`src/rtl/sdram_pattern_master.sv`:
```
// sdram_pattern_master
//   Avalon-MM traffic generator for a 16-bit SDRAM controller slave.
//   Each pass writes an LFSR pattern over NUM_WORDS words starting at
//   BASE_ADDR, then reads the range back in the same order. Every returned
//   word is compared against a second LFSR that runs from the same seed.
//   Status is shown on busy/done/pass/error_count/pass_count and the LEDs.
//
// Ports
//   clk_i, reset_n_i      clock, synchronous active-low reset
//   start_i               1-cycle pulse, starts a pass from IDLE or DONE
//   avm_*_o / avm_*_i     Avalon-MM master (address, byteenable, read, write,
//                         writedata, waitrequest, readdata, readdatavalid)
//   busy_o                high in WRITE or READ
//   done_o, pass_o        high in DONE; pass_o when no word mismatched
//   error_count_o         mismatches this pass, saturating
//   pass_count_o          error-free passes completed, wraps
//   led_o                 {pass_count[4:0], pass, done, busy}
module sdram_pattern_master #(
    parameter int unsigned       ADDR_W    = 25,
    parameter int unsigned       DATA_W    = 16,
    parameter logic [ADDR_W-1:0] BASE_ADDR = '0,
    parameter int unsigned       NUM_WORDS = 4096,
    parameter int unsigned       MAX_PEND  = 4,
    parameter logic [DATA_W-1:0] SEED      = 16'hACE1,
    parameter bit                LOOP      = 1'b1
) (
    input  logic              clk_i,
    input  logic              reset_n_i,
    input  logic              start_i,
    output logic [ADDR_W-1:0] avm_address_o,
    output logic [1:0]        avm_byteenable_o,
    output logic              avm_read_o,
    output logic              avm_write_o,
    output logic [DATA_W-1:0] avm_writedata_o,
    input  logic              avm_waitrequest_i,
    input  logic [DATA_W-1:0] avm_readdata_i,
    input  logic              avm_readdatavalid_i,
    output logic              busy_o,
    output logic              done_o,
    output logic              pass_o,
    output logic [15:0]       error_count_o,
    output logic [7:0]        pass_count_o,
    output logic [7:0]        led_o
);

    localparam int unsigned IDX_W  = $clog2(NUM_WORDS + 1);
    localparam int unsigned PEND_W = 4;
    localparam logic [IDX_W-1:0]  NW   = IDX_W'(NUM_WORDS);
    localparam logic [IDX_W-1:0]  LAST = IDX_W'(NUM_WORDS - 1);
    localparam logic [PEND_W-1:0] MP   = PEND_W'(MAX_PEND);

    typedef enum logic [1:0] {S_IDLE, S_WRITE, S_READ, S_DONE} state_t;

    // x^16+x^14+x^13+x^11+1, shifted left with feedback into bit 0
    function automatic logic [DATA_W-1:0] lfsr_next(input logic [DATA_W-1:0] s);
        return {s[DATA_W-2:0], s[15] ^ s[13] ^ s[12] ^ s[10]};
    endfunction

    function automatic logic [DATA_W-1:0] rotl(input logic [DATA_W-1:0] s, input logic [3:0] n);
        logic [2*DATA_W-1:0] w;
        w = {s, s} << n;
        return w[2*DATA_W-1 -: DATA_W];
    endfunction

    state_t             state_q, state_d;
    logic [IDX_W-1:0]   idx_q, idx_d;
    logic [PEND_W-1:0]  pend_q, pend_d;
    logic [DATA_W-1:0]  gen_q, gen_d;
    logic [DATA_W-1:0]  chk_q, chk_d;
    logic [15:0]        err_q, err_d;
    logic [7:0]         pc_q, pc_d;

    logic               wr_req, rd_req, rd_acc, rsp, begin_pass;
    logic [ADDR_W-1:0]  word_addr;

    assign wr_req    = (state_q == S_WRITE);
    // pend only shrinks during a stall, so rd_req cannot drop mid-stall
    assign rd_req    = (state_q == S_READ) && (idx_q < NW) && (pend_q < MP);
    assign rd_acc    = rd_req && !avm_waitrequest_i;
    // a response with nothing outstanding is stray (e.g. left over from before a reset)
    assign rsp       = avm_readdatavalid_i && (pend_q != '0);
    assign word_addr = BASE_ADDR + (ADDR_W'(idx_q) << 1);

    always_comb begin
        state_d    = state_q;
        idx_d      = idx_q;
        pend_d     = pend_q;
        gen_d      = gen_q;
        chk_d      = chk_q;
        err_d      = err_q;
        pc_d       = pc_q;
        begin_pass = 1'b0;
        case (state_q)
            S_IDLE: begin
                if (start_i) begin_pass = 1'b1;
            end
            S_WRITE: begin
                if (!avm_waitrequest_i) begin
                    gen_d = lfsr_next(gen_q);
                    if (idx_q == LAST) begin
                        state_d = S_READ;
                        idx_d   = '0;
                    end else begin
                        idx_d = idx_q + 1'b1;
                    end
                end
            end
            S_READ: begin
                if (rd_acc) idx_d = idx_q + 1'b1;
                pend_d = pend_q + PEND_W'(rd_acc) - PEND_W'(rsp);
                if (rsp) begin
                    chk_d = lfsr_next(chk_q);
                    if (avm_readdata_i != chk_q && err_q != 16'hFFFF) err_d = err_q + 16'd1;
                end
                if (idx_q == NW && pend_q == '0) begin
                    state_d = S_DONE;
                    if (err_q == '0) pc_d = pc_q + 8'd1;
                end
            end
            S_DONE: begin
                if ((LOOP && err_q == '0) || start_i) begin_pass = 1'b1;
            end
            default: state_d = S_IDLE;
        endcase
        // pass_count already reflects the pass just completed, so it picks the next seed
        if (begin_pass) begin
            state_d = S_WRITE;
            idx_d   = '0;
            err_d   = '0;
            gen_d   = rotl(SEED, pc_q[3:0]);
            chk_d   = rotl(SEED, pc_q[3:0]);
        end
    end

    always_ff @(posedge clk_i) begin
        if (!reset_n_i) begin
            state_q <= S_IDLE;
            idx_q   <= '0;
            pend_q  <= '0;
            gen_q   <= SEED;
            chk_q   <= SEED;
            err_q   <= '0;
            pc_q    <= '0;
        end else begin
            state_q <= state_d;
            idx_q   <= idx_d;
            pend_q  <= pend_d;
            gen_q   <= gen_d;
            chk_q   <= chk_d;
            err_q   <= err_d;
            pc_q    <= pc_d;
        end
    end

    assign avm_read_o       = rd_req;
    assign avm_write_o      = wr_req;
    assign avm_address_o    = (wr_req || rd_req) ? word_addr : '0;
    assign avm_writedata_o  = wr_req ? gen_q : '0;
    assign avm_byteenable_o = 2'b11;
    assign busy_o           = (state_q == S_WRITE) || (state_q == S_READ);
    assign done_o           = (state_q == S_DONE);
    assign pass_o           = done_o && (err_q == '0);
    assign error_count_o    = err_q;
    assign pass_count_o     = pc_q;
    assign led_o            = {pc_q[4:0], pass_o, done_o, busy_o};

endmodule

```
`config.mk`:
```
export PLATFORM = sky130hd
export DESIGN_NAME = sdram_pattern_master
export DESIGN_NICKNAME = d
export VERILOG_FILES = /design/src/rtl/sdram_pattern_master.sv
export SDC_FILE = /design/constraint.sdc
export NUM_CORES = 1
export LEC_CHECK = 0
export BUFFER_PORTS_ARGS = -buffer_cell sky130_fd_sc_hd__buf_2
export CAP_MARGIN = 10
export CELL_PAD_IN_SITES_DETAIL_PLACEMENT = 0
export CELL_PAD_IN_SITES_GLOBAL_PLACEMENT = 1
export CORE_MARGIN = 5
export CORE_UTILIZATION = 45
export CTS_BUF_LIST = sky130_fd_sc_hd__clkbuf_2
export DETAILED_ROUTE_END_ITERATION = 6
export PLACE_DENSITY_LB_ADDON = 0.3
export SYNTH_ARGS = -nofsm -noshare
export SYNTH_HDL_FRONTEND = slang
export SYNTH_SLANG_ARGS = --single-unit
```
`constraint.sdc`:
```
create_clock -name clk_i -period 8.3 [get_ports clk_i]
set_input_delay 0.83 -clock clk_i [delete_from_list [all_inputs] [get_ports clk_i]]
set_output_delay 0.83 -clock clk_i [all_outputs]
set_load 0.05 [all_outputs]
```
==> metrics, run 1 <==
Post-synth EDFFs 0; Int Pwr 0.000624 W; leading cell types by total area after synthesis sky130_fd_sc_hd__dfxtp_1 31%, sky130_fd_sc_hd__nand2_1 6.7%, sky130_fd_sc_hd__xnor2_1 6.4%; x dimension of the die 115 um; CTS Hold Buffers Added 0; largest net degree at the start of global routing 45; Crit Reg-Reg Startpoint state_q[0]$_SDFFE_PN0P_; grt ovf 0; reported max-cap violation count 0; Clk pwr share 14.6%; number of storage elements in the synthesis netlist 75; most frequent standard cell in the layout excluding fill and tap cells sky130_fd_sc_hd__nand2_1; Ports 101; routed length on met3 683 um; Ys Warns 0; CP arrival 2.95 ns; Mean Syn Cell Area 7.97 um2; register area share after synthesis 30.5%; count of endpoints failing hold in the final timing report 0; total of cells resized after clock tree synthesis 0; final layout net count 713; effective utilization at floorplan 45.6%; final wirelength 12.5 mm; growth of design area from synthesis to finish 8.72%; layout cells sized above 1 18.5%; startpoint type of the worst setup path register; number of design rule violations left after detail routing 0; HPWL reported at the end of detailed placement 9.18 mm; result of the run complete, no violations; clock edge transition at the registers on the reported setup and hold paths 0.19 ns; Total Die Area 13100 um2; RSZ-0062 raised after global routing no; clock latency on the worst-skew pair 0.57 ns; Setup TNS 0 ns; Final Max Slew Viols 0; Core Area 10800 um2; distinct cell type count of the synthesized netlist 57; area share of the largest cell type after synthesis 30.5%; total vias in the final route 4423; Crit Path Max Fanout 18; switching power total 0.000551 W; fraction of power consumed by combinational cells 46.2%; shortest clock period the worst path allows after layout 3.78 ns; setup fix buffers added after clock tree synthesis 0; hold crit path type reg2reg; max_slew headroom 34.7%; sequential power share 39.2%; Num CTS Buffers 9; library cell with the largest summed area after synthesis sky130_fd_sc_hd__dfxtp_1; mapped cell area 4920 um2; Post-synth top flop sky130_fd_sc_hd__dfxtp_1; top library cells by usage in the layout, fill and taps aside 88 x sky130_fd_sc_hd__nand2_1, 86 x sky130_fd_sc_hd__buf_2, 75 x sky130_fd_sc_hd__dfxtp_1; endpoints failing setup 0; TritonCTS clock tree yes; detailed-routed wire length on met2 5.65 mm; Iter 0 DRT Violations 237; first-pass GRT wire length 20.7 mm; number of nets with antenna violations after routing 0; category of the worst setup path capture point output port; number of levels the H-tree was split into 3; final clock skew 0.0327 ns; switching fraction of total power 46.9%; via-per-instance ratio 5.43; Clock Sinks 75; GRT Overall Usage 19.4%; leakage power total 2.28 nW; 1st-pass router iterations 4; classification of the worst setup path reg2out; Max Clk Rate 264 MHz; Critical Path Source state_q[0]$_SDFFE_PN0P_; power density over the cells 220 nW/um2; actual transition at the worst max-transition pin 0.978 ns; Worst IR Drop VDD 0.000118 V; metal1 wirelength 6.06 mm; number of buffer cells added on primary ports 86; final RePlAce weighted congestion 0.856; final antenna diode count 0; Top Metal Used met4; period utilization 45.6%; CP Data Required Time 7.47 ns; Rows 38; buffer depth of the longest clock path 2; initial antenna violation count 0; WHS 0.502 ns; routed wire length per instance 15.4 um; startpoint of the tightest hold check path gen_q[8]$_SDFFE_PN0P_; clock tree root buffer cell sky130_fd_sc_hd__clkbuf_2; fraction of registers with async set/reset 0%; Post-Syn Instances 617; DIE HEIGHT 115 um; via count of the first global-routing pass 4152
[cell type report]
class / count / area, um2
Timing Repair Buffer: 89 / 453
Clock inverter: 4 / 18.8
Inverter: 24 / 90.1
Tap cell: 140 / 175
Multi-Input combinational cell: 472 / 3060
Sequential cell: 75 / 1500
Clock buffer: 11 / 55.1
Fill cell: 1107 / 5440
[cell usage after synthesis, types with 12 or more instances]
| cell | number |
|---|---|
| sky130_fd_sc_hd__inv_1 | 24 |
| sky130_fd_sc_hd__nand3_1 | 16 |
| sky130_fd_sc_hd__o21ai_0 | 18 |
| sky130_fd_sc_hd__nand2_1 | 88 |
| sky130_fd_sc_hd__ha_1 | 20 |
| sky130_fd_sc_hd__buf_4 | 23 |
| sky130_fd_sc_hd__clkbuf_1 | 26 |
| sky130_fd_sc_hd__dfxtp_1 | 75 |
| sky130_fd_sc_hd__and2_1 | 24 |
| sky130_fd_sc_hd__nand4_1 | 14 |
| sky130_fd_sc_hd__and3_1 | 12 |
| sky130_fd_sc_hd__a21oi_1 | 19 |
| sky130_fd_sc_hd__nor2_1 | 30 |
| sky130_fd_sc_hd__xnor2_1 | 36 |
| sky130_fd_sc_hd__mux2i_1 | 20 |
| sky130_fd_sc_hd__or4_1 | 16 |
| sky130_fd_sc_hd__nor2b_1 | 15 |
[flip-flops by register name, summed over array words and instances, names as in the netlist]
register / cells
pass_count_o: 8
chk_q: 16
error_count_o: 16
pend_q: 4
state_q: 2
gen_q: 16
idx_q: 13
[stage by stage]
stage	area, um2	power, W	cells	util (%)	worst slack [ns]
floorplan	4960	0.000908	629	-	4.91
global placement	5280	0.00100	800	48.9	5.27
detailed placement	5280	0.00101	800	48.9	5.11
CTS	5350	0.00118	815	49.6	4.48
global route	5350	0.00126	815	49.6	4.24
finish	5350	0.00117	815	49.6	4.52
[worst max-delay path, stage by stage, from the launching register on]
cell and delay, ns:
sky130_fd_sc_hd__dfxtp_1 0.46, sky130_fd_sc_hd__inv_1 0.14, sky130_fd_sc_hd__ha_1 0.43, sky130_fd_sc_hd__nor2b_1 0.24, sky130_fd_sc_hd__and2_1 0.19, sky130_fd_sc_hd__nor2_1 0.57
sky130_fd_sc_hd__nor2b_1 0.13, sky130_fd_sc_hd__buf_2 0.25
[worst paths after layout]
kind                            end  slack (ns)  depth (start not counted)
max                avm_address_o[3]        4.52                          7
min           gen_q[8]$_SDFFE_PN0P_        0.50                          2
max reg2reg  pend_q[2]$_SDFFE_PN0N_        5.24                         14
min reg2reg   gen_q[8]$_SDFFE_PN0P_        0.50                          2
[routing by layer]
layer  vias to the layer above  GRT usage (%)
met4                         0           5.38
met3                        13           3.59
met2                       104           30.3
met5                         -              0
li1                       2228              -
met1                      2078           27.4
[power groups by stage]
stage	combinational [W]	sequential, W	clock (W)
6_report	0.000543	0.000460	0.000172
5_1_grt	0.000594	0.000470	0.000193
4_1_cts	0.000547	0.000460	0.000175
3_5_place_dp	0.000546	0.000468	0
3_3_place_gp	0.000534	0.000466	0
2_1_floorplan	0.000456	0.000453	0
[cells by family after synthesis]
family          count (synthesis)  share of synthesized area [%]
simple gates                  261                           27.8
compound gates                119                           16.7
buf+inv                        82                           8.42
flops                          75                           30.5
xor+xnor                       36                           6.41
fa+ha+maj                      21                           5.49
mux                            21                           4.53
other cells                     2                          0.153
Note: power is estimated with default switching activity, not from simulation.
==> run 2, diff against run 1 <==
--- a/config.mk
+++ b/config.mk
@@ -5,12 +5,13 @@
 export SDC_FILE = /design/constraint.sdc
 export NUM_CORES = 1
 export LEC_CHECK = 0
+export ABC_AREA = 1
 export BUFFER_PORTS_ARGS = -buffer_cell sky130_fd_sc_hd__buf_2
 export CAP_MARGIN = 10
 export CELL_PAD_IN_SITES_DETAIL_PLACEMENT = 0
 export CELL_PAD_IN_SITES_GLOBAL_PLACEMENT = 1
 export CORE_MARGIN = 5
-export CORE_UTILIZATION = 45
+export CORE_UTILIZATION = 36
 export CTS_BUF_LIST = sky130_fd_sc_hd__clkbuf_2
 export DETAILED_ROUTE_END_ITERATION = 6
 export PLACE_DENSITY_LB_ADDON = 0.3
==> constraint.sdc (replaced) <==
create_clock -name clk_i -period 3.1 [get_ports clk_i]
set_input_delay 0.31 -clock clk_i [delete_from_list [all_inputs] [get_ports clk_i]]
set_output_delay 0.31 -clock clk_i [all_outputs]
set_load 0.05 [all_outputs]
==> run 2 against run 1 <==
Effect of this change: register-to-register slack got worse by 4.6 ns; first-iteration DRC count rose by 66%; utilization fell by 9.0 points; global-route usage fell by 2.3 points; non-clock buffer count rose by 2.
==> metrics, run 2 <==
Max Clk Rate 359 MHz; fraction of registers with async set/reset 0% (unchanged); via-per-instance ratio 4.81 (was 5.43); actual transition at the worst max-transition pin 0.531 ns (was 0.978 ns); total vias in the final route 5178 (was 4423); Iter 0 DRT Violations 394 (was 237); reported max-cap violation count 0 (unchanged); list of most frequent post-synthesis cells 209 x sky130_fd_sc_hd__nand2_1, 106 x sky130_fd_sc_hd__nor2_1, 85 x sky130_fd_sc_hd__inv_1 (was 88 x sky130_fd_sc_hd__nand2_1, 75 x sky130_fd_sc_hd__dfxtp_1, 36 x sky130_fd_sc_hd__xnor2_1); final wirelength 15.0 mm (was 12.5 mm); leading cell types by total area after synthesis sky130_fd_sc_hd__dfxtp_1 28%, sky130_fd_sc_hd__nand2_1 15%, sky130_fd_sc_hd__nor2_1 7.5% (was sky130_fd_sc_hd__dfxtp_1 31%, sky130_fd_sc_hd__nand2_1 6.7%, sky130_fd_sc_hd__xnor2_1 6.4%); number of design rule violations left after detail routing 0 (unchanged); multiplexer fraction of the synthesized cell area 0% (was 4.53%); initial antenna violation count 1 (was 0); 1st-pass router iterations 6 (was 4); endpoints failing setup 0 (unchanged); WHS 0.121 ns (was 0.502 ns); Final Max Slew Viols 0 (unchanged); CTS Hold Buffers Added 0 (unchanged); first-pass GRT wire length 24.6 mm (was 20.7 mm); Crit Path Max Fanout 21 (was 18); count of endpoints failing hold in the final timing report 0 (unchanged); classification of the worst setup path reg2out (unchanged); number of nets with antenna violations after routing 0 (unchanged); Post-Syn Instances 820 (was 617); Mean Syn Cell Area 6.45 um2 (was 7.97 um2); CP arrival 2.47 ns (was 2.95 ns); effective utilization at floorplan 36.5% (was 45.6%); Multi-input gate area 3200 um2 (was 3060 um2); TritonCTS clock tree yes (unchanged); final RePlAce weighted congestion 0.801 (was 0.856); period utilization 89.8%; GRT Overall Usage 17.1% (was 19.4%); Worst IR Drop VDD 0.000382 V (was 0.000118 V); grt ovf 0 (unchanged); top library cells by usage in the layout, fill and taps aside 209 x sky130_fd_sc_hd__nand2_1, 106 x sky130_fd_sc_hd__nor2_1, 86 x sky130_fd_sc_hd__buf_2 (was 88 x sky130_fd_sc_hd__nand2_1, 86 x sky130_fd_sc_hd__buf_2, 75 x sky130_fd_sc_hd__dfxtp_1); Clock Sinks 75 (unchanged); Total Die Area 17200 um2 (was 13100 um2); register area share after synthesis 28.4% (was 30.5%); most frequent CP cell sky130_fd_sc_hd__inv_1 (was sky130_fd_sc_hd__nor2b_1); largest net degree at the start of global routing 33 (was 45); number of levels the H-tree was split into 3 (unchanged); combinational family with the most area after synthesis simple AND/OR/NAND/NOR gates (unchanged); leakage power total 2.91 nW (was 2.28 nW); most frequent standard cell in the layout excluding fill and tap cells sky130_fd_sc_hd__nand2_1 (unchanged); mapped cell area 5290 um2 (was 4920 um2); routed wire length per instance 13.9 um (was 15.4 um); Cell Chain, Critical Path inv_1 -> ha_2 -> inv_1 -> nand2_1 -> inv_1 -> nor2_1 -> buf_2 (was inv_1 -> ha_1 -> nor2b_1 -> and2_1 -> nor2_1 -> nor2b_1 -> buf_2); critical path's largest stage delay 0.47 ns (was 0.57 ns); HPWL reported at the end of detailed placement 11.1 mm (was 9.18 mm); share of the synthesized area in compound gates (AO/OA/AOI/OAI) 10.5% (was 16.7%); area used by sequential logic in the layout 1500 um2 (unchanged); result of the run complete, no violations (unchanged); cell with the largest stage delay on the worst path sky130_fd_sc_hd__ha_2 (was sky130_fd_sc_hd__nor2_1); growth of design area from synthesis to finish 11.0% (was 8.72%); Post-synth EDFFs 0 (unchanged); final clock skew 0.0369 ns (was 0.0327 ns); final layout net count 929 (was 713); buffer depth of the longest clock path 2 (unchanged); library cell with the largest summed area after synthesis sky130_fd_sc_hd__dfxtp_1 (unchanged); total of fill cells in the finished design 1601 (was 1107); distinct cell type count of the synthesized netlist 36 (was 57); Synth Area in XOR/XNOR 6.79% (was 6.41%); adder-cell share of the synthesized area 5.11% (was 5.49%); area share of the largest cell type after synthesis 28.4% (was 30.5%); Ports 101 (unchanged); number of storage elements in the synthesis netlist 75 (unchanged); Ys Warns 0 (unchanged); via count of the first global-routing pass 4792 (was 4152); clock edge transition at the registers on the reported setup and hold paths 0.23 ns (was 0.19 ns); Num CTS Buffers 9 (unchanged); startpoint type of the worst setup path register (unchanged); Rows 44 (was 38); Core Area 14500 um2 (was 10800 um2); category of the worst setup path capture point output port (unchanged); Setup TNS 0 ns (unchanged); layout cells sized above 1 16.6% (was 18.5%); clock latency on the worst-skew pair 0.60 ns (was 0.57 ns); x dimension of the die 131 um (was 115 um); DIE HEIGHT 131 um (was 115 um); clock tree root buffer cell sky130_fd_sc_hd__clkbuf_2 (unchanged); shortest clock period the worst path allows after layout 2.78 ns; RSZ-0062 raised after global routing no (unchanged); cell with the most instances after synthesis sky130_fd_sc_hd__nand2_1 (unchanged); Simple-Gate Fraction of Synth Area 36.9% (was 27.8%); Post-synth top flop sky130_fd_sc_hd__dfxtp_1 (unchanged); CP Data Required Time 2.79 ns (was 7.47 ns); power density over the cells 562 nW/um2 (was 220 nW/um2); hold crit path type in2reg (was reg2reg); max_slew headroom 64.3% (was 34.7%); number of buffer cells added on primary ports 86 (unchanged)
[run 2: changes by cell type in the layout (fill, tap and decap cells not counted), moves of 15 or more]
cell,delta
sky130_fd_sc_hd__nor2b_1,-15
sky130_fd_sc_hd__and2_1,-23
sky130_fd_sc_hd__o21ai_0,+27
sky130_fd_sc_hd__inv_1,+61
sky130_fd_sc_hd__xor2_1,+32
sky130_fd_sc_hd__nor2_1,+76
sky130_fd_sc_hd__xnor2_1,-27
sky130_fd_sc_hd__mux2i_1,-20
sky130_fd_sc_hd__nand3_1,+51
sky130_fd_sc_hd__nand2_1,+121
sky130_fd_sc_hd__or4_1,-16
[run 2: worst max-delay path: cells and delay by family, from the launching register on]
family | cells | cell delay, ns
adder cells (fa/ha/maj) | 1 | 0.47
buffers and inverters | 4 | 0.74
flip-flops | 1 | 0.38
AND/OR/NAND/NOR | 2 | 0.29
[run 2: power breakdown]
| group | total [W] | leakage (nW) | switching, W | internal, W |
|---|---|---|---|---|
| Sequential | 0.00125 | 0.612 | 0.000139 | 0.00111 |
| Clock | 0.000674 | 0.0821 | 0.000403 | 0.000271 |
| Combinational | 0.00138 | 2.21 | 0.000997 | 0.000386 |
[run 2: layout make-up]
class	count	area share, %
timing repair buffer	91	7.97
antenna	1	0.0426
inverter	89	5.69
clock inverter	6	1.53
sequential	75	25.6
tap	184	3.92
multi-input combinational	621	54.4
clock buffer	10	0.852
[run 2: cells by family after synthesis]
group / count (synthesis)
DFF: 75
adders and majority gates: 21
and+or+nand+nor: 444
other: 2
buffers and inverters: 136
AOI/OAI and AO/OA: 101
xor gates and xnor gates: 41
[run 2: repair_timing]
item | CTS | global route
gates resized for setup | 0 | 1
setup endpoints to repair | 0 | 13
buffers inserted | 0 | 0
[run 2: final timing paths]
path	from	endpoint	slack, ns	depth (start not counted)
min	reset_n_i	gen_q[11]$_SDFFE_PN1P_	0.12	2
max reg2reg	state_q[0]$_SDFFE_PN0P_	pend_q[2]$_SDFFE_PN0N_	0.64	12
max	state_q[1]$_SDFFE_PP0P_	avm_address_o[13]	0.32	7
min reg2reg	pass_count_o[7]$_SDFFE_PN0P_	pass_count_o[7]$_SDFFE_PN0P_	0.51	2
[run 2: routing by layer]
layer	vias up	wire length [um]	GRT usage [%]
met1	2337	7680	25.4
met3	14	734	2.75
li1	2716	-	-
met2	111	6400	25.2
met4	0	176	5.60
met5	-	0	0
[run 2: metrics by stage]
step	area (um2)	instances	worst slack (ns)	total power, W	util [%]
3_5_place_dp	5730	1060	0.706	0.00265	39.6
5_1_grt	5870	1077	0.110	0.00355	40.6
3_3_place_gp	5730	1060	0.729	0.00265	39.6
6_report	5870	1077	0.318	0.00330	40.6
2_1_floorplan	5340	832	0.527	0.00237	-
4_1_cts	5870	1076	0.0362	0.00333	40.5
==> run 3, diff against run 2 <==
--- a/config.mk
+++ b/config.mk
@@ -5,13 +5,13 @@
 export SDC_FILE = /design/constraint.sdc
 export NUM_CORES = 1
 export LEC_CHECK = 0
-export ABC_AREA = 1
+export ABC_CLOCK_PERIOD_IN_PS = 3100
 export BUFFER_PORTS_ARGS = -buffer_cell sky130_fd_sc_hd__buf_2
 export CAP_MARGIN = 10
 export CELL_PAD_IN_SITES_DETAIL_PLACEMENT = 0
 export CELL_PAD_IN_SITES_GLOBAL_PLACEMENT = 1
 export CORE_MARGIN = 5
-export CORE_UTILIZATION = 36
+export CORE_UTILIZATION = 38
 export CTS_BUF_LIST = sky130_fd_sc_hd__clkbuf_2
 export DETAILED_ROUTE_END_ITERATION = 6
 export PLACE_DENSITY_LB_ADDON = 0.3
==> run 3 against run 2 <==
Effect of this change: sequential power is essentially flat; non-clock buffer count grew 13; routed wire length shrank 10%; die area shrank 11%; critical path depth shrank 1; global-route usage grew 0.78 points; sequential share of layout area grew 1.7 points; register-to-register slack lost 0.34 ns; cell area shrank 6.1%; combinational power grew 8%; via count shrank 13%; setup slack lost 0.10 ns; critical path type unchanged; critical endpoint is now led_o[2]; largest cell class unchanged.
==> metrics, run 3 (synthesis gave the netlist of run 1 again) <==
Reg2Reg Capture Point chk_q[2]$_SDFFE_PN0P_ (was pend_q[2]$_SDFFE_PN0N_); routed wire length per instance 15.5 um (was 13.9 um); metal1 wirelength 6.43 mm (was 7.68 mm); Critical Path Source error_count_o[0]$_SDFFE_PP0P_ (was state_q[1]$_SDFFE_PP0P_); Core Area 12700 um2 (was 14500 um2); final wirelength 13.4 mm (was 15.0 mm); total of cells resized after clock tree synthesis 0 (unchanged); Crit Reg-Reg Startpoint error_count_o[0]$_SDFFE_PP0P_ (was state_q[0]$_SDFFE_PN0P_); result of the run complete, no violations (unchanged); top library cells by usage in the layout, fill and taps aside 88 x sky130_fd_sc_hd__nand2_1, 86 x sky130_fd_sc_hd__buf_2, 75 x sky130_fd_sc_hd__dfxtp_1 (was 209 x sky130_fd_sc_hd__nand2_1, 106 x sky130_fd_sc_hd__nor2_1, 86 x sky130_fd_sc_hd__buf_2); Clock Sinks 75 (unchanged); effective utilization at floorplan 38.8% (was 36.5%); largest net degree at the start of global routing 43 (was 33); x dimension of the die 124 um (was 131 um); GRT Overall Usage 17.9% (was 17.1%); Rows 41 (was 44); clock edge transition at the registers on the reported setup and hold paths 0.22 ns (was 0.23 ns); CP Data Required Time 2.79 ns (about the same); number of design rule violations left after detail routing 0 (unchanged); buffer depth of the longest clock path 2 (unchanged); number of buffer cells added on primary ports 86 (unchanged); DIE HEIGHT 124 um (was 131 um); clock latency on the worst-skew pair 0.58 ns (was 0.60 ns); Worst Hold End state_q[1]$_SDFFE_PP0P_ (was gen_q[11]$_SDFFE_PN1P_); Worst IR Drop VDD 0.000467 V (was 0.000382 V); Final Max Slew Viols 0 (unchanged); cell depth of the worst min-delay path 3 (was 2); via-per-instance ratio 5.20 (was 4.81); Iter 0 DRT Violations 317 (was 394); initial antenna violation count 0 (was 1); category of the worst setup path capture point output port (unchanged); shortest clock period the worst path allows after layout 2.89 ns (was 2.78 ns); detailed-routed wire length on met2 6.24 mm (was 6.40 mm); startpoint of the tightest hold check path avm_waitrequest_i (was reset_n_i); delay-heaviest family, CP simple AND/OR/NAND/NOR gates (was buffers and inverters); CTS Hold Buffers Added 0 (unchanged); total buffers and inverters traversed by the critical path 3 (was 4); number of levels the H-tree was split into 3 (unchanged); routed length on met3 584 um (was 734 um); final clock skew 0.0284 ns (was 0.0369 ns); CP arrival 2.58 ns (was 2.47 ns); Crit Path Max Fanout 7 (was 21); RSZ-0062 raised after global routing no (unchanged); hold crit path type in2reg (unchanged); actual transition at the worst max-transition pin 0.848 ns (was 0.531 ns); max_slew headroom 43.5% (was 64.3%); first-pass GRT wire length 21.8 mm (was 24.6 mm); leakage power total 2.35 nW (was 2.91 nW); count of endpoints failing hold in the final timing report 0 (unchanged); Setup TNS 0 ns (unchanged); total vias in the final route 4496 (was 5178); startpoint type of the worst setup path register (unchanged); reported max-cap violation count 0 (unchanged); Num CTS Buffers 9 (unchanged); critical path's largest stage delay 0.53 ns (was 0.47 ns); growth of design area from synthesis to finish 12.1% (was 11.0%); TritonCTS clock tree yes (unchanged); Total Die Area 15300 um2 (was 17200 um2); final layout net count 728 (was 929); share of the core filled with cells in the final layout 43.5% (was 40.6%); endpoints failing setup 0 (unchanged); layout cells sized above 1 20.5% (was 16.6%); number of nets with antenna violations after routing 0 (unchanged); Max Clk Rate 346 MHz (was 359 MHz); R2R Setup Slk 0.30 ns (was 0.64 ns); clock tree root buffer cell sky130_fd_sc_hd__clkbuf_2 (unchanged); setup fix buffers added after clock tree synthesis 0 (unchanged); total of fill cells in the finished design 1323 (was 1601); Cell Chain, Critical Path inv_1 -> ha_1 -> or4b_1 -> or4_4 -> inv_1 -> buf_2 (was inv_1 -> ha_2 -> inv_1 -> nand2_1 -> inv_1 -> nor2_1 -> buf_2); cell with the largest stage delay on the worst path sky130_fd_sc_hd__or4_4 (was sky130_fd_sc_hd__ha_2); period utilization 93.1% (was 89.8%); HPWL reported at the end of detailed placement 10.0 mm (was 11.1 mm); final RePlAce weighted congestion 0.836 (was 0.801); Ports 101 (unchanged); number of cell instances on the worst register-to-register path 8 (was 12); most frequent CP cell sky130_fd_sc_hd__inv_1 (unchanged); classification of the worst setup path reg2out (unchanged); 1st-pass router iterations 4 (was 6); via count of the first global-routing pass 4265 (was 4792); Top Metal Used met4 (unchanged); power density over the cells 583 nW/um2 (was 562 nW/um2); grt ovf 0 (unchanged); most frequent standard cell in the layout excluding fill and tap cells sky130_fd_sc_hd__nand2_1 (unchanged)
[run 3: changes by cell type in the layout (fill, tap and decap cells not counted), sizes merged, moves of 18 or more]
cell,previous run,this run
and2,1,24
inv,89,24
mux2i,0,20
nand2,220,89
nand3,68,16
nor2,111,30
o21ai,63,29
or4,0,18
xnor2,9,36
xor2,32,0
[run 3: worst register-to-register path, delay by kind of cell (launching register included)]
| kind | cells | cell delay, ns |
|---|---|---|
| compound gates | 3 | 0.74 |
| simple gates | 2 | 1.04 |
| buf+inv | 2 | 0.44 |
| flops | 1 | 0.40 |
| fa+ha+maj | 1 | 0.13 |
[run 3: how the worst max path moves through the flow]
stage,end,slack [ns],cells past startpoint
3_3_place_gp,gen_q[2]$_SDFFE_PN0P_,0.41,8
6_report,led_o[2],0.21,6
3_5_place_dp,chk_q[2]$_SDFFE_PN0P_,0.33,8
5_1_grt,chk_q[2]$_SDFFE_PN0P_,0.10,8
4_1_cts,led_o[2],0.18,6
2_1_floorplan,pend_q[2]$_SDFFE_PN0N_,0.12,15
[run 3: final cells by class]
type	instances	area [um2]	area share, %
clock buffer	11	55.1	0.998
clock inverter	5	30.0	0.544
timing repair buffer	104	566	10.3
antenna	1	2.50	0.0454
tap	172	215	3.90
sequential	75	1500	27.2
multi-input combinational	472	3060	55.4
inverter	24	90.1	1.63
[run 3: report_power, final]
part	internal (W)	switching [W]
registers	0.00110	0.000145
logic	0.000496	0.000990
clock network	0.000107	0.000374
total	0.00171	0.00151
[run 3: routing by layer]
| layer | vias up | GRT usage, % |
|---|---|---|
| li1 | 2258 | - |
| met1 | 2126 | 24.3 |
| met2 | 96 | 29.3 |
| met3 | 16 | 2.86 |
| met4 | 0 | 5.61 |
| met5 | - | 0 |
[run 3: through the flow]
step           setup WS (ns)  cells  hold WS (ns)  power (W)  cell area (um2)
2_1_floorplan          0.121    629         0.456    0.00243             4960
3_3_place_gp           0.407    847         0.458    0.00273             5430
3_5_place_dp           0.328    847         0.481    0.00276             5430
4_1_cts                0.177    863        0.0892    0.00324             5510
5_1_grt                0.101    863         0.115    0.00344             5510
6_report               0.213    864         0.125    0.00322             5520
